File: src/rtl/ctrl_pipe_chain.sv
// Control-bundle pipeline chain: per-stage valid, hold propagation, bubble
// insertion, per-stage field masking and a saturating stall-cycle counter.
module ctrl_pipe_chain #(
    parameter int                      STAGES     = 3,
    parameter int                      WIDTH      = 24,
    parameter logic [STAGES*WIDTH-1:0] KEEP_MASK  = '1,
    parameter bit                      AUTO_STALL = 1'b1,
    parameter int                      CNT_W      = 16
) (
    input  logic                      clk,
    input  logic                      rst,
    input  logic [WIDTH-1:0]          in_ctrl,
    input  logic                      in_valid,
    input  logic [STAGES-1:0]         stall_i,
    input  logic [STAGES-1:0]         flush_i,
    input  logic                      clr_cnt,
    output logic [STAGES*WIDTH-1:0]   ctrl_o,
    output logic [STAGES-1:0]         valid_o,
    output logic [STAGES-1:0]         hold_o,
    output logic [CNT_W-1:0]          stall_cnt
);

    logic [STAGES-1:0] hold;

    // A held stage holds everything upstream of it when AUTO_STALL is set.
    always_comb begin
        logic chain;
        // NOTE: every variable written in always_comb gets a default first, so no latch can be inferred.
        hold  = '0;
        chain = 1'b0;
        for (int k = STAGES - 1; k >= 0; k--) begin
            chain   = stall_i[k] | (AUTO_STALL & chain);
            hold[k] = chain;
        end
    end

    assign hold_o = hold;

    for (genvar k = 0; k < STAGES; k++) begin : g_stage
        localparam logic [WIDTH-1:0] MASK = KEEP_MASK[k*WIDTH +: WIDTH];

        logic             validR;
        logic [WIDTH-1:0] ctrlR;

        if (k == 0) begin : g_head
            // NOTE: sequential state uses non-blocking assignments so every stage samples pre-edge values.
            always_ff @(posedge clk or negedge rst) begin
                if (!rst) begin
                    validR <= 1'b0;
                    ctrlR  <= '0;
                end else if (flush_i[k]) begin
                    validR <= 1'b0;
                    ctrlR  <= '0;
                end else if (!hold[k]) begin
                    validR <= in_valid;
                    ctrlR  <= in_valid ? (in_ctrl & MASK) : '0;
                end
            end
        end else begin : g_tail
            // Upstream held: its content is not advancing, so insert a bubble instead of a copy.
            always_ff @(posedge clk or negedge rst) begin
                if (!rst) begin
                    validR <= 1'b0;
                    ctrlR  <= '0;
                end else if (flush_i[k]) begin
                    validR <= 1'b0;
                    ctrlR  <= '0;
                end else if (!hold[k]) begin
                    if (hold[k-1]) begin
                        validR <= 1'b0;
                        ctrlR  <= '0;
                    end else begin
                        validR <= valid_o[k-1];
                        ctrlR  <= ctrl_o[(k-1)*WIDTH +: WIDTH] & MASK;
                    end
                end
            end
        end

        assign valid_o[k]                 = validR;
        assign ctrl_o[k*WIDTH +: WIDTH]   = ctrlR;
    end

    always_ff @(posedge clk or negedge rst) begin
        if (!rst) begin
            stall_cnt <= '0;
        end else if (clr_cnt) begin
            stall_cnt <= '0;
        end else if (hold[0] && (stall_cnt != {CNT_W{1'b1}})) begin
            stall_cnt <= stall_cnt + 1'b1;
        end
    end

endmodule
File: config.mk
export PLATFORM = sky130hd
export DESIGN_NAME = ctrl_pipe_chain
export DESIGN_NICKNAME = d
export VERILOG_FILES = /design/src/rtl/ctrl_pipe_chain.sv
export SDC_FILE = /design/constraint.sdc
export NUM_CORES = 1
export LEC_CHECK = 0
export CAP_MARGIN = 20
export CORE_MARGIN = 2
export CORE_UTILIZATION = 45
export CTS_CLUSTER_DIAMETER = 120
export DETAILED_ROUTE_END_ITERATION = 12
export GPL_TIMING_DRIVEN = 0
export PLACE_DENSITY = 0.8
export SLEW_MARGIN = 20
export SYNTH_ARGS = -nofsm -noshare
export SYNTH_HDL_FRONTEND = slang
export SYNTH_SLANG_ARGS = --single-unit
File: constraint.sdc
create_clock -name clk -period 2.45 [get_ports clk]
set_input_delay 0.6125 -clock clk [delete_from_list [all_inputs] [get_ports clk]]
set_output_delay 0.6125 -clock clk [all_outputs]
set_load 0.01 [all_outputs]
Yosys cells after proc, flatten, opt, wreduce, memory -nomap -nowiden
Cells that the tools add are included.
{"block": "classes", "add_sub_neg": 1, "n_eq_ne": 4, "muxes": 19, "n_bitwise": 2, "n_reduce_logical": 2}
{"cell": "24-bit two-way mux", "count": 9}
{"cell": "16-bit two-way mux", "count": 2}
{"cell": "16-bit by 1-bit adder with 16-bit output (second input constant)", "count": 1}
{"cell": "16-bit inequality test (second input constant)", "count": 1}
{"cell": "1-bit two-way mux", "count": 8}
{"cell": "2-bit inequality test (second input constant)", "count": 2}
{"cell": "2-bit by 1-bit inequality test with 1-bit output (second input constant)", "count": 1}
{"cell": "1-bit bitwise OR", "count": 2}
{"cell": "2-bit nonzero test", "count": 1}
{"cell": "1-bit logical AND", "count": 1}
{"block": "totals", "regBits": 91, "inputBits": 34, "output_inout_bits": 94}

Longest topological paths before layout
{"block": "logic_depth", "ltp_word": 5, "depth_mapped": 7, "mapped_depth_nobuf": 5}

Worst setup path after synthesis
Ideal clock, no wire load.
{"block": "synth_path", "path_type": "register to register", "from": "register stall_cnt[0]", "to": "register stall_cnt[12]", "setup_ns": 0.078, "t_arrival_ns": 1.792, "path_slack_ns": 0.581, "path_stages_with_launch": 6, "n_path_buf": 0, "period_less_slack_ns": 1.869, "cell_sequence": "dfrtp_1 ha_1 nand4_2 or3_4 or4_1 a21oi_1"}
{"block": "synth_between", "elab_chain_len": 3, "word_cells_on_any_way": 6, "cone_classes": "1 x add/sub; 1 x eq/ne; 2 x mux; 2 x reduce/logical"}
{"item": "from (decl)", "line": "20", "rtl": "output logic [CNT_W-1:0] stall_cnt"}
{"item": "from (signal assigned)", "line": "90", "rtl": "stall_cnt <= stall_cnt + 1'b1;"}
{"item": "16-bit by 1-bit adder with 16-bit output or 16-bit inequality test (tied branches)", "line": "90, 89"}
{"item": "16-bit two-way mux or 1-bit logical AND (tied branches)", "line": "89", "rtl": "end else if (hold[0] && (stall_cnt != {CNT_W{1'b1}})) begin"}
{"item": "16-bit two-way mux or 2-bit nonzero test (tied branches)"}
Several ways; a longest one is shown, not always the timed one. The select of a mux whose other input is x is not followed.
A chain may end at the register's enable or synchronous reset.

Final worst setup path
{"block": "layout_path", "from": "input port stall_i[1]", "to": "output port hold_o[0]"}
{"block": "layout_between", "elab_chain_len": 2}
{"item": "from (decl)", "line": "14", "rtl": "input logic [STAGES-1:0] stall_i,"}
{"item": "1-bit bitwise OR (2 in a row)", "line": "32", "rtl": "chain = stall_i[k] | (AUTO_STALL & chain);"}
{"item": "to (decl)", "line": "19", "rtl": "output logic [STAGES-1:0] hold_o,"}
No other way between the ends.

==> results.py <==
metrics = {
    "routing": {
        "dr.pass1.iters": 4,
        "wl_per_cell_microns": 18.5,
        "wl_microns": 9600,
        "vias": 2980,
        "viasPerCell": 5.73,
        "remaining_drc_errors": 0,
        "drtIter0Drc": 98,
        "final_antenna_net_count": 0,
    },
    "layout": {
        "fillers": 560,
        "finalNetCount": 448,
        "final_cell_mix": "122 x clkdlybuf4s50_1, 91 x dfrtp_1, 74 x a22o_1",
        "n_antenna_cell": 0,
        "synthToLayoutAreaGrowth_pct": 44.6,
        "final_common_cell": "clkdlybuf4s50_1",
        "final_layout_size_suffix_gt1_frac": 0.100,
    },
    "clock_network": {
        "clockBufferDepth": 2,
        "numCtsBuffers": 9,
        "ctsHoldBuffers": 0,
        "clock_sinks": 91,
        "clockRootBuffer": "clkbuf_8",
        "h-tree-depth": 3,
        "cts_tree": "yes",
        "worstSkewPairLatency_ns": 0.36,
        "clk_pin_slew_ns": 0.09,
    },
    "sta": {
        "drv_slew": 0,
        "hold_violations": 0,
        "worstMarginPinSlew_ns": 0.613,
        "finClkSkew_ns": 0.0133,
        "fin_tns_setup_ns": 0,
        "min_period_ns": 2.34,
        "fin_crit_sh": 0.957,
        "maxSlewHeadroom": 0.591,
        "grt_setup_unrepaired": "false",
        "setup_viol": 0,
        "fmax_mhz": 427,
    },
    "logic_synthesis": {
        "synthCells": 274,
        "yosys_warnings": 0,
        "syn_area_per_cell_sq_um": 13.1,
        "synth_top_area_share": 0.633,
        "ys_ff_latch": 91,
        "synth_area_sq_um": 3600,
        "synthTopCellsByArea": "dfrtp_1 63%, a22o_1 18%, a21oi_1 1.9%",
        "synth_seq_area_share": 0.633,
        "synth_nets": 309,
        "yosysTopAreaCell": "dfrtp_1",
        "post_synth_num_cell_types": 34,
    },
    "global_route": {
        "grt_antenna_before_repair": 0,
        "grt_pass1_vias": 2945,
        "grt_overflow": 0,
        "grt_max_degree": 48,
        "grt_pass1_wl_microns": 15400,
        "grt_usage": 0.228,
    },
    "placement": {
        "portBuffers": 126,
        "dp_hpwl_microns": 6920,
        "place_congestion": 0.842,
    },
    "critical_path": {
        "crit_buf_inv": 3,
        "worstPathArrival_ns": 1.73,
        "regToRegStartpoint": "stall_cnt[0]",
        "critPathLaunchType": "input pin",
        "reg2reg_slack_ns": 0.25,
        "cp.required_ns": 1.84,
        "worst_setup_path_end_kind": "output pin",
        "crit_fanout": 5,
        "path_cells": "clkdlybuf4s50_1 > nor3_4 > inv_2 > dlygate4sd2_1",
        "crit_family": "buffers and inverters",
        "r2r-end": "stall_cnt[3]",
        "crit_slowest_cell": "clkdlybuf4s50_1",
        "reg2reg_depth": 7,
        "criticalPathCategory": "in2out",
        "slowest_delay_ns": 0.46,
    },
    "power": {
        "power_density_nw_per_um2": 519,
        "p_leak_nw": 2.28,
        "max-vdd-ir-drop_mv": 0.289,
        "finalPower_mw": 2.70,
    },
    "outcome": {
        "status": "finished, final reports clean",
    },
    "floorplanning": {
        "die_x_microns": 93.4,
        "start_util": 0.465,
        "rows": 32,
        "die_area_sq_um": 8720,
        "die_h_microns": 93.4,
        "io_pins": 128,
        "core_area_sq_um": 7730,
    },
    "flow_run": {
        "maxCapViolCount": 0,
    },
    "hold_path": {
        "hp-class": "in2async",
    },
}
==> metrics by stage <==
stage / hold slack [ns] / cells / instance area (sq um) / setup slack, ns / util
floorplan: 0.317 / 274 / 3600 / 0.581 / -
global placement: 0.486 / 502 / 4980 / -2.43 / 0.645
detailed placement: 0.492 / 503 / 5000 / -0.432 / 0.647
CTS: 0.272 / 520 / 5200 / 0.0130 / 0.672
global route: 0.293 / 520 / 5200 / 0.0738 / 0.673
finish: 0.248 / 520 / 5200 / 0.106 / 0.673
==> worst register-to-register path, delay by kind of cell, from the launching register on <==
family                     cells  cell delay (ns)
AOI/OAI and AO/OA              2             0.23
adders and majority gates      1             0.27
buffers and inverters          2             0.52
DFF                            1             0.48
and+or+nand+nor                2             0.63
==> sequential cells by signal, summed over array words and instances, names as in the netlist <==
name,count
g_stage.ctrlR,72
stall_cnt,16
g_stage.validR,3
==> area by class of cell <==
cell class / instances / area, sq um / share of cell area
plain buffers: 24 / 125 / 0.0241
clock buffers: 9 / 124 / 0.0238
clock inverters: 7 / 58.8 / 0.0113
inverters: 3 / 11.3 / 0.00217
multi-input cells: 156 / 1190 / 0.229
flip-flops and latches: 91 / 2280 / 0.438
well taps: 102 / 128 / 0.0245
repair buffers: 128 / 1290 / 0.247
==> worst max-delay path by stage <==
stage / to / slack [ns] / cells after the start / start
after floorplan: stall_cnt[12] / 0.58 / 5 / stall_cnt[0]
after global placement: g_stage[2].ctrlR[10] / -2.43 / 1 / rst
after detailed placement: hold_o[0] / -0.43 / 4 / stall_i[2]
after CTS: hold_o[2] / 0.01 / 3 / stall_i[2]
after global routing: stall_cnt[7] / 0.07 / 7 / stall_cnt[0]
final: hold_o[0] / 0.11 / 4 / stall_i[1]
==> per-layer routing <==
metal | global-route usage | vias to the layer above | wire [microns] | part of all wire
li1 | - | 1346 | - | -
met1 | 0.316 | 1497 | 4120 | 0.43
met2 | 0.362 | 118 | 4790 | 0.50
met3 | 0.0467 | 19 | 510 | 0.053
met4 | 0.0760 | 0 | 187 | 0.019
met5 | 0 | - | 0 | 0
==> where the power goes <==
part | total, mW | switching [mW] | internal [mW]
registers | 1.53 | 0.0170 | 1.51
clock network | 0.955 | 0.570 | 0.385
logic | 0.210 | 0.111 | 0.0990
total | 2.70 | 0.698 | 2.00
==> Yosys cell counts <==
library cell / n
dfrtp_1: 91
a22o_1: 74
a21oi_1: 14
clkbuf_1: 11
o31ai_1: 9
or4_1: 8
buf_2: 6
buf_4: 6
nand2_1: 6
nand4_1: 6
nand3_1: 4
nor2_1: 4
o21ai_1: 4
or3_1: 4
and3_1: 3
inv_1: 2
nor2b_1: 2
o311ai_1: 2
o41ai_1: 2
or2_2: 2
a21o_1: 1
and3_2: 1
and4_2: 1
dlygate4sd1_1: 1
ha_1: 1
inv_2: 1
nand3b_1: 1
nand4_2: 1
nor3_2: 1
nor3b_2: 1
nor4_2: 1
o21ai_0: 1
or3_4: 1
or4_2: 1
==> logic make-up after synthesis <==
group                    synth area share
flip-flops                          0.633
adder cells (fa/ha/maj)           0.00348
AO/OA/AOI/OAI                       0.237
AND/OR/NAND/NOR                    0.0880
buffers and inverters              0.0379
==> timing repair <==
action	4_1_cts	5_1_grt
buffers inserted	1	0
resized for setup	3	1
pin swaps	1	0
endpoints found under the setup margin	3	1
No activity file was read; power rests on OpenSTA's default activity.
